==> config.mk <==
export PLATFORM = sky130hd
export DESIGN_NAME = mux_ctrl
export DESIGN_NICKNAME = d
export VERILOG_FILES = /design/src/rtl/mux_ctrl.sv
export SDC_FILE = /design/constraint.sdc
export NUM_CORES = 1
export LEC_CHECK = 0
export CORE_AREA = 2 2 181 183
export CTS_CLUSTER_SIZE = 30
export DETAILED_ROUTE_END_ITERATION = 12
export DIE_AREA = 0 0 183 185
export GPL_ROUTABILITY_DRIVEN = 0
export RECOVER_POWER = 100
export SYNTH_ARGS = -nofsm -noshare
export SYNTH_HDL_FRONTEND = slang
export SYNTH_SLANG_ARGS = --single-unit
==> constraint.sdc <==
create_clock -name clk -period 2 [get_ports clk]
set_clock_uncertainty 0.15 [all_clocks]
set_input_delay 0.4 -clock clk [delete_from_list [all_inputs] [get_ports clk]]
set_output_delay 0.4 -clock clk [all_outputs]
set_load 0.05 [all_outputs]
==> src/rtl/mux_ctrl.sv <==
// Host-side project wrapper multiplexer: serial address load, safe switch sequence
// (drain gap, held reset, active) and registered return path from the selected wrapper.
module mux_ctrl #(
    parameter int unsigned NPROJ   = 16,
    parameter int unsigned ADDR_W  = 4,
    parameter int unsigned GAP_CYC = 4,
    parameter int unsigned RST_CYC = 8
) (
    input  logic                  clk,
    input  logic                  rst,
    input  logic                  sel_shift,
    input  logic                  sel_din,
    input  logic                  sel_commit,
    input  logic                  proj_clk,
    input  logic                  proj_rst_n,
    input  logic [7:0]            ui_in,
    input  logic [7:0]            uio_in,
    output logic [17:0]           iw,
    output logic [NPROJ-1:0]      ena,
    input  logic [NPROJ*24-1:0]   ow_all,
    output logic [7:0]            uo_out,
    output logic [7:0]            uio_out,
    output logic [7:0]            uio_oe,
    output logic [ADDR_W-1:0]     cur_addr,
    output logic                  sel_valid
);

    localparam int unsigned CNT_MAX = (GAP_CYC > RST_CYC) ? GAP_CYC : RST_CYC;
    localparam int unsigned CNT_W   = $clog2(CNT_MAX + 1);

    typedef enum logic [1:0] {
        S_IDLE   = 2'd0,
        S_DRAIN  = 2'd1,
        S_RESET  = 2'd2,
        S_ACTIVE = 2'd3
    } state_e;

    state_e              state_q, state_d;
    logic [ADDR_W-1:0]   addr_sr_q, addr_sr_d;
    logic [ADDR_W-1:0]   cur_addr_q, cur_addr_d;
    logic [CNT_W-1:0]    cnt_q, cnt_d;
    logic [NPROJ-1:0]    ena_q, ena_d;
    logic                sel_valid_q, sel_valid_d;
    logic [23:0]         ret_q, ret_d;

    logic [23:0]         ow_arr [NPROJ];
    logic [23:0]         sel_ow_c;
    logic                commit_take_c;
    logic                in_range_c;
    logic                proj_on_d_c;

    for (genvar g = 0; g < NPROJ; g++) begin : g_slice
        assign ow_arr[g] = ow_all[g*24 +: 24];
    end

    // Return-path select for the currently addressed wrapper
    always_comb begin
        sel_ow_c = '0;
        for (int unsigned k = 0; k < NPROJ; k++) begin
            if (32'(cur_addr_q) == k) sel_ow_c = ow_arr[k];
        end
    end

    // Next-state logic; a same-address recommit while ACTIVE is dropped to avoid a glitch
    always_comb begin
        state_d     = state_q;
        addr_sr_d   = addr_sr_q;
        cur_addr_d  = cur_addr_q;
        cnt_d       = cnt_q;
        ena_d       = '0;
        sel_valid_d = 1'b0;
        ret_d       = '0;

        in_range_c    = 32'(cur_addr_q) < NPROJ;
        commit_take_c = sel_commit &&
                        !((state_q == S_ACTIVE) && (addr_sr_q == cur_addr_q));

        if (sel_shift) addr_sr_d = ADDR_W'({addr_sr_q, sel_din});

        case (state_q)
            S_DRAIN: begin
                if (cnt_q <= CNT_W'(1)) begin
                    if (in_range_c) begin
                        state_d = S_RESET;
                        cnt_d   = CNT_W'(RST_CYC);
                    end else begin
                        state_d = S_IDLE;
                        cnt_d   = '0;
                    end
                end else begin
                    cnt_d = cnt_q - CNT_W'(1);
                end
            end
            S_RESET: begin
                if (cnt_q <= CNT_W'(1)) begin
                    state_d = S_ACTIVE;
                    cnt_d   = '0;
                end else begin
                    cnt_d = cnt_q - CNT_W'(1);
                end
            end
            default: ;
        endcase

        if (commit_take_c) begin
            state_d    = S_DRAIN;
            cur_addr_d = addr_sr_q;
            cnt_d      = CNT_W'(GAP_CYC);
        end

        // Enables follow the next state so they leave the flop aligned with it
        proj_on_d_c = (state_d == S_RESET) || (state_d == S_ACTIVE);
        for (int unsigned k = 0; k < NPROJ; k++) begin
            ena_d[k] = proj_on_d_c && (32'(cur_addr_d) == k);
        end
        sel_valid_d = (state_d == S_ACTIVE);

        if (state_q == S_ACTIVE) ret_d = sel_ow_c;
    end

    always_ff @(posedge clk) begin
        if (rst) begin
            state_q     <= S_IDLE;
            addr_sr_q   <= '0;
            cur_addr_q  <= '0;
            cnt_q       <= '0;
            ena_q       <= '0;
            sel_valid_q <= 1'b0;
            ret_q       <= '0;
        end else begin
            state_q     <= state_d;
            addr_sr_q   <= addr_sr_d;
            cur_addr_q  <= cur_addr_d;
            cnt_q       <= cnt_d;
            ena_q       <= ena_d;
            sel_valid_q <= sel_valid_d;
            ret_q       <= ret_d;
        end
    end

    // Project clock and reset only reach the wrapper while it is enabled
    assign iw = {uio_in, ui_in,
                 proj_rst_n & (state_q == S_ACTIVE),
                 proj_clk & ((state_q == S_RESET) || (state_q == S_ACTIVE))};

    assign ena       = ena_q;
    assign sel_valid = sel_valid_q;
    assign cur_addr  = cur_addr_q;
    assign uo_out    = ret_q[7:0];
    assign uio_out   = ret_q[15:8];
    assign uio_oe    = ret_q[23:16];

endmodule

Word-level counts from Yosys, hierarchy flattened --
Cells that the tools add are included. Widths: inputs -> output; s select.
Operators by class: reduce and logical (&&, ||, !) cells 27, equality and inequality tests 36, $lt $le $gt $ge 1, muxes and demuxes 25, bitwise operators 3, add/subtract/negate cells 1
Operators with widths (number):
- $mux 24 | 16
- $eq 4x4->1 const B | 16
- $eq 4x3->1 const B | 8
- $logic_and 1x1->1 | 18
- $eq 4x2->1 const B | 4
- $mux 4 | 3
- $eq 2x2->1 const B | 4
- $eq 4x1->1 const B | 2
- $logic_not 4->1 | 2
- $pmux 4 s2 | 1
- $mux 2 | 3
- $eq 4x4->1 | 1
- $le 4x1->1 const B | 1
- $pmux 2 s2 | 1
- $reduce_or 2->1 | 2
- $sub 4x1->4 const B | 1
- $mux 3 | 1
- $reduce_bool 3->1 | 1
- $and 1x1->1 | 2
- $eq 2x1->1 const B | 1
- $logic_or 1x1->1 | 2
- $reduce_bool 2->1 | 1
- $logic_not 1->1 | 1
- $not 1->1 | 1
Storage, ports and cells: output and inout port bits 63, flip-flop bits (word level) 55, bits of input ports 407

Longest topological paths before layout --
Gate-level depths: netlist of the first run.
word-level depth 17, depth in mapped cells 8, mapped depth without buffers 7

Worst setup path after synthesis of the first run --
No wires, ideal clock.
kind flip-flop to flip-flop, from register cur_addr_q[1], in the netlist cur_addr[1], to register ret_q[10], setup slack -0.320 ns, stages on the path, launching flop included 9, period minus slack after synthesis 2.320 ns, arrival 2.037 ns, buffers on the path 3, path through dfxtp_1 -> buf_2 -> buf_4 -> buf_2 -> mux2_2 -> o22ai_1 -> o22ai_1 -> o31ai_1 -> a21oi_1
Between the ends: longest elaborated chain between the ends 17
RTL lines:
- start: declaration | line 40 | logic [ADDR_W-1:0] cur_addr_q, cur_addr_d;
- start signal: assignment | line 133 | cur_addr_q <= cur_addr_d;
- $logic_not 4->1 | line 60 | if (32'(cur_addr_q) == k) sel_ow_c = ow_arr[k];
- $mux 24 (15 in a row) | line 60
- $mux 24 (*) | line 60
- end signal: assignment | line 137 | ret_q <= ret_d;
- end: declaration | line 44 | logic [23:0] ret_q, ret_d;
Every way passes the cells marked *; elsewhere a longest branch is shown, timed or not. A chain may end at the register's enable or synchronous reset.

Worst setup path after layout of the first run --
from register cur_addr_q[0], in the netlist cur_addr[0], to register ret_q[12]
Same word-level chain as after synthesis.

==> results of run 1 <==
==> state kept, by name, summed over array words and instances, names as in the netlist <==
signal,count
ret_q,24
ena,16
addr_sr_q,4
cnt_q,4
cur_addr,4
state_q,2
sel_valid,1
==> routing by layer <==
| layer | part of all wire [%] | track usage (%) | up-vias |
|---|---|---|---|
| li1 | - | - | 3699 |
| met1 | 43 | 28.0 | 3723 |
| met2 | 48 | 36.1 | 362 |
| met3 | 7.1 | 3.95 | 38 |
| met4 | 1.8 | 4.70 | 0 |
| met5 | 0 | 0 | - |
==> per-stage QoR <==
stage	setup WS (ns)	hold slack [ns]	TNS, ns
5_1_grt	-0.0745	0.430	-0.617
3_5_place_dp	-0.267	0.399	-2.03
4_1_cts	-0.0580	0.414	-0.247
6_report	0.0242	0.399	0
3_3_place_gp	-0.309	0.377	-1.68
2_1_floorplan	0.0244	0.356	0
==> worst max-delay path, cell delays in order, from the launching register on <==
cell and delay, ns:
dfxtp_4 0.40, buf_12 0.14, or2b_4 0.36, buf_6 0.17, o221ai_1 0.19, o21ai_1 0.09, a221oi_1 0.27, nor4_1 0.08
==> what timing repair did <==
item,CTS,global route
gates resized for setup,32,96
buffers inserted,5,12
endpoints found under the setup margin,20,43
pin swaps,1,8
cloned,2,5
==> cell usage in the layout (no fill, tap or decap), drive strengths merged, types with 4 or more instances in the layout <==
master,instances
clkdlybuf4s50,388
buf,132
dfxtp,55
mux2i,53
o21ai,51
o22ai,50
clkbuf,50
a21oi,46
nor2,43
mux2,37
nand2,34
a22oi,26
nor3,25
a211oi,20
o31ai,20
nor2b,20
inv,15
a31oi,13
a221oi,12
nand2b,11
a22o,9
mux4,7
o32ai,7
o221ai,6
ha,6
o211a,4
nor4,4
and2,4
==> cell families (layout without fill, tap and decap cells) <==
family | Yosys count | after routing
XOR/XNOR | 4 | 4
multiplexers | 97 | 97
other | 0 | 1
AO/OA/AOI/OAI | 289 | 289
buffers and inverters | 101 | 591
AND/OR/NAND/NOR | 153 | 153
adder cells (fa/ha/maj) | 6 | 6
flip-flops | 55 | 55
==> Yosys cell counts, drive strengths merged (4+ instances only) <==
master | number | area (um^2)
a22o | 9 | 78.8
inv | 14 | 52.6
nand2b | 11 | 68.8
o31ai | 20 | 150
a31oi | 13 | 81.3
nor2b | 20 | 125
nor3 | 25 | 125
mux2 | 37 | 417
o32ai | 7 | 61.3
o221ai | 6 | 52.6
a221oi | 12 | 105
ha | 6 | 75.1
mux2i | 53 | 531
o211a | 4 | 40.0
buf | 58 | 369
a211oi | 20 | 150
nor4 | 4 | 25.0
a21oi | 46 | 230
and2 | 4 | 25.0
mux4 | 7 | 158
dfxtp | 55 | 1100
clkbuf | 29 | 114
o21ai | 51 | 255
o22ai | 50 | 313
nor2 | 43 | 161
nand2 | 34 | 130
a22oi | 26 | 195
==> cell type report <==
type | count | area share (%)
Antenna cell | 1 | 0.0211
Tap cell | 408 | 4.31
Sequential cell | 55 | 9.47
Multi-Input combinational cell | 549 | 37.6
Timing Repair Buffer | 569 | 46.9
Inverter | 14 | 0.444
Clock inverter | 3 | 0.233
Clock buffer | 5 | 1.06
==> worst paths after layout <==
path,startpoint,to
max reg2reg,cur_addr[0],ret_q[12]
min reg2reg,cnt_q[1],cnt_q[1]
min,cnt_q[1],cnt_q[1]
max,cur_addr[0],ret_q[12]
==> power by group <==
group / internal [mW] / total [mW] / leakage, nW / switching, mW
Sequential: 1.10 / 1.12 / 0.449 / 0.0182
Combinational: 0.992 / 1.50 / 3.65 / 0.505
Clock: 0.479 / 0.972 / 0.0719 / 0.494
Total: 2.57 / 3.59 / 4.17 / 1.02
==> qor.yml, run 1 <==
yosys:
  ys_seq_elements: 55
  synth_fp_nets: 1118
  muxShareOfSynthArea_pct: 19.9
  ys_seq_area_share_pct: 19.8
  synth_cell_types: 58
  synth_compound_area_share_pct: 35.3
  synth_fa_ha_area_share_pct: 1.35
  synth_xor_area_share_pct: 0.630
  ys.flop_type: "dfxtp_1"
  syn_inst: 705
  avgSynthCellArea_um2: 7.89
  synthSimpleGateAreaFrac_pct: 13.4
  synth_edf_count: 0
  syn_area_um2: 5560
  yosysWarnings: 0
  synth_top_family_by_area: "compound AO/OA/AOI/OAI gates"
  synthArstFlopShare_pct: 0
global_routing:
  grt_pass1_vias: 7861
  overflow: 0
  antenna_found_initial: 1
  grt_pass1_wl_um: 52600
  grt_max_degree: 34
  track_usage_pct: 21.3
placement:
  dp.cells: 1572
  hpwlAfterDp_um: 31000
  placed_area_um2: 10900
  io_buffers: 437
run_status:
  status: "finished clean"
clock_tree:
  clock-sinks: 55
  clk_pin_slew_ns: 0.08
  numCtsBuffers: 5
  cts_root_buf: "clkbuf_16"
  cts_tree: "built"
  clkLatencyLatePin_ns: 0.31
  clockBufferDepth: 2
  h-tree-depth: 2
  postCtsHoldBufs: 0
critical_path:
  r2r_slack_ns: 0.02
  cp.arrival_ns: 2.02
  worstSetupStartpointType: "flip-flop"
  worstSetupPathType: "flip-flop to flip-flop"
  crit_path_end_kind: "flip-flop"
  worstPathRequired_ns: 2.04
  crit_fanout: 11
  reg2reg_depth: 7
sta:
  period_needed_ns: 1.98
  timing.fmax_mhz: 506
  fin_crit_sh_pct: 98.8
  finalHoldViolCount: 0
  relSlewSlack_pct: 46.6
  tightest_slew_ns: 0.804
  setup_viol: 0
  drv_slew: 0
  rsz0062_at_grt: "true"
final_layout:
  final_cell_count_no_fill: 1604
  fillers: 3279
  multi_input_area_um2: 4450
  stdcell_area_um2: 11800
  drive_gt1_share_pct: 24.3
  register_area_um2: 1120
  area_growth_pct: 113
  layout.nets: 1607
  utilization_pct: 36.9
detailed_routing:
  first_iter_violations: 499
  drc: 0
  drt-total-wl_um: 38100
  ant_nets: 0
  via_per_inst: 4.88
  drtPass1Iterations: 5
  wl_per_cell_um: 23.8
  vias: 7822
floorplan:
  die_y_um: 185
  die_w_um: 183
  io_pins: 470
  die_area_um2: 33900
  rows: 66
  start_util_pct: 17.4
  design.core.area_um2: 32000
pwr:
  ir_worst_vdd_mv: 0.298
  power_density_nw_per_um2: 303
  finalPower_mw: 3.59
  power_leakage_nw: 4.17
min_path:
  whs_path_depth: 2
  worstHoldPathType: "flip-flop to flip-flop"
run:
  max-cap-violations: 0
Power figures use the tool's default switching activity.
==> inputs of run 2 (changes only) <==
Settings changed: SLEW_MARGIN set to 20.
==> results of run 2 <==
Same layout as run 1: the final DEF is identical, and so are final timing and power.
==> inputs of run 3 (changes only) <==
Settings changed: CORE_AREA 2 2 181 183 to 2 2 183 185, DIE_AREA 0 0 183 185 to 0 0 185 187, DONT_BUFFER_PORTS set to 1, REMOVE_ABC_BUFFERS set to 1.
==> run 3 against run 2 <==
Compared with the run above: the flow now finishes with violations (negative setup slack); worst hold slack worse by 0.38 ns; setup slack worse by 0.053 ns; register-to-register slack got worse by 0.05 ns; sequential power about the same; sequential share of layout area increased by 5.5 points; wire length shrank 11%; clock-buffer cell count unchanged; combinational power down 59%; utilization fell by 14 points; global-route usage down 3.8 points; die area up 2.2%; cell count decreased by 25%.
==> qor.yml, run 3 (same netlist as run 1, synthesis figures left out) <==
run_status:
  status: "finished, violations left"
  violations: "negative setup slack"
detailed_routing:
  via_per_inst: 5.43
  drt-total-wl_um: 34000
  vias: 6568
  ant_nets: 0
  drtPass1Iterations: 8
  drc: 0
  wl_per_cell_um: 28.1
  first_iter_violations: 540
clock_tree:
  clkLatencyLatePin_ns: 0.32
  clock-sinks: 55
  cts_root_buf: "clkbuf_16"
  clk_pin_slew_ns: 0.09
  numCtsBuffers: 5
  h-tree-depth: 2
  clockBufferDepth: 2
  cts_tree: "built"
sta:
  fin_ws_ns: -0.0287
  timing.fmax_mhz: 493
  relSlewSlack_pct: 49.8
  finalSetupTns_ns: -0.0711
  finalHoldViolCount: 0
  rsz0062_at_grt: "true"
  fin_crit_sh_pct: 101
  period_needed_ns: 2.03
  drv_slew: 0
  setup_viol: 5
  tightest_slew_ns: 0.750
final_layout:
  final_cell_mix: "buf_4 (91), mux2i_1 (53), o22ai_1 (48), dfxtp_1 (48), o21ai_0 (46)"
  final_common_cell: "buf_4"
  layout.nets: 1167
  drive_gt1_share_pct: 32.6
  regMostFlops: "ret_q"
  largest_reg_flops: 24
  area_growth_pct: 34.4
floorplan:
  die_w_um: 185
  design.core.area_um2: 32900
  rows: 67
  die_y_um: 187
  start_util_pct: 16.9
  io_pins: 470
  die_area_um2: 34600
global_routing:
  track_usage_pct: 17.5
  grt_pass1_vias: 6391
  use_met3_pct: 6.35
  met1_usage_pct: 22.7
  overflow: 0
  grt_busiest_layer: "met2"
  grt_use_met2_pct: 26.1
  grt_pass1_wl_um: 43300
  grt_max_degree: 42
  antenna_found_initial: 8
critical_path:
  rr_endpoint: "ena[0]"
  worstPathRequired_ns: 2.09
  crit_fanout: 7
  worstSetupStartpointType: "flip-flop"
  crit_family: "compound AO/OA/AOI/OAI gates"
  crit_slowest_cell: "o41ai_4"
  cp.arrival_ns: 2.12
  crit_chain: "buf_6 > xnor2_2 > nand2_1 > o41ai_4 > o2111ai_4 > clkbuf_16 > nor3_4"
  path_buf_inv: 2
  worstSetupPathType: "flip-flop to flip-flop"
  cpPeakStageDelay_ns: 0.40
  r2r_start: "cur_addr[1]"
  reg2reg_depth: 7
  crit_path_end_kind: "flip-flop"
  r2r_slack_ns: -0.03
pwr:
  ir_worst_vdd_mv: 0.279
  power_density_nw_per_um2: 369
  power_leakage_nw: 2.46
  finalPower_mw: 2.76
placement:
  hpwlAfterDp_um: 25600
  io_buffers: 0
min_path:
  whs_endpoint: "addr_sr_q[0]"
  whs_path_depth: 1
  worstHoldPathType: "input port to flip-flop"
  min_from: "rst"
run:
  max-cap-violations: 0
-- run 3: cell type report --
class	count	area, um^2
multi-input cells	550	4250
fillers	3691	25400
inverters	14	56.3
clock inverters	3	22.5
clock buffers	5	125
well taps	448	561
repair buffers	128	1320
flip-flops and latches	55	1120
diodes	7	17.5
-- run 3: through the flow --
stage	hold WS (ns)	util [%]	setup WS, ns	instance area [um^2]	cells
floorplan	0.319	-	-3.96	5080	618
global placement	0.318	20.0	-0.117	6590	1165
detailed placement	0.319	20.0	-0.132	6590	1165
CTS	0.00266	20.6	-0.0442	6780	1174
global route	0.00276	22.7	-0.115	7470	1208
finish	0.0182	22.8	-0.0287	7480	1210
-- run 3: per-layer routing --
| metal | vias to the layer above | part of all wire, % |
|---|---|---|
| li1 | 2827 | - |
| met1 | 3190 | 42 |
| met5 | - | 0.49 |
| met4 | 6 | 2.8 |
| met2 | 482 | 45 |
| met3 | 63 | 9.8 |
-- run 3: what timing repair did --
action                                  4_1_cts  5_1_grt
endpoints found under the setup margin       13       44
gates resized for setup                       9       82
gates cloned                                  0        7
pin swaps                                     0       20
hold buffers                                  1        0
buffers inserted                              0       22
hold endpoints to repair                      9        0
-- run 3: power breakdown --
part | switching, mW | internal, mW | total (mW) | leakage (nW)
logic | 0.319 | 0.294 | 0.613 | 1.93
clock network | 0.538 | 0.477 | 1.01 | 0.0746
registers | 0.0269 | 1.10 | 1.13 | 0.449
total | 0.883 | 1.87 | 2.76 | 2.46
-- run 3: worst max-delay path by stage --
stage,startpoint,end,slack (ns),depth (start not counted)
after floorplan,cur_addr[1],ret_q[19],-3.96,5
after global placement,cur_addr[1],ret_q[15],-0.12,6
after detailed placement,cur_addr[2],ret_q[11],-0.13,7
after CTS,cur_addr[1],ret_q[11],-0.04,6
after global routing,cur_addr[1],ena[5],-0.12,7
final,cur_addr[1],ena[0],-0.03,7
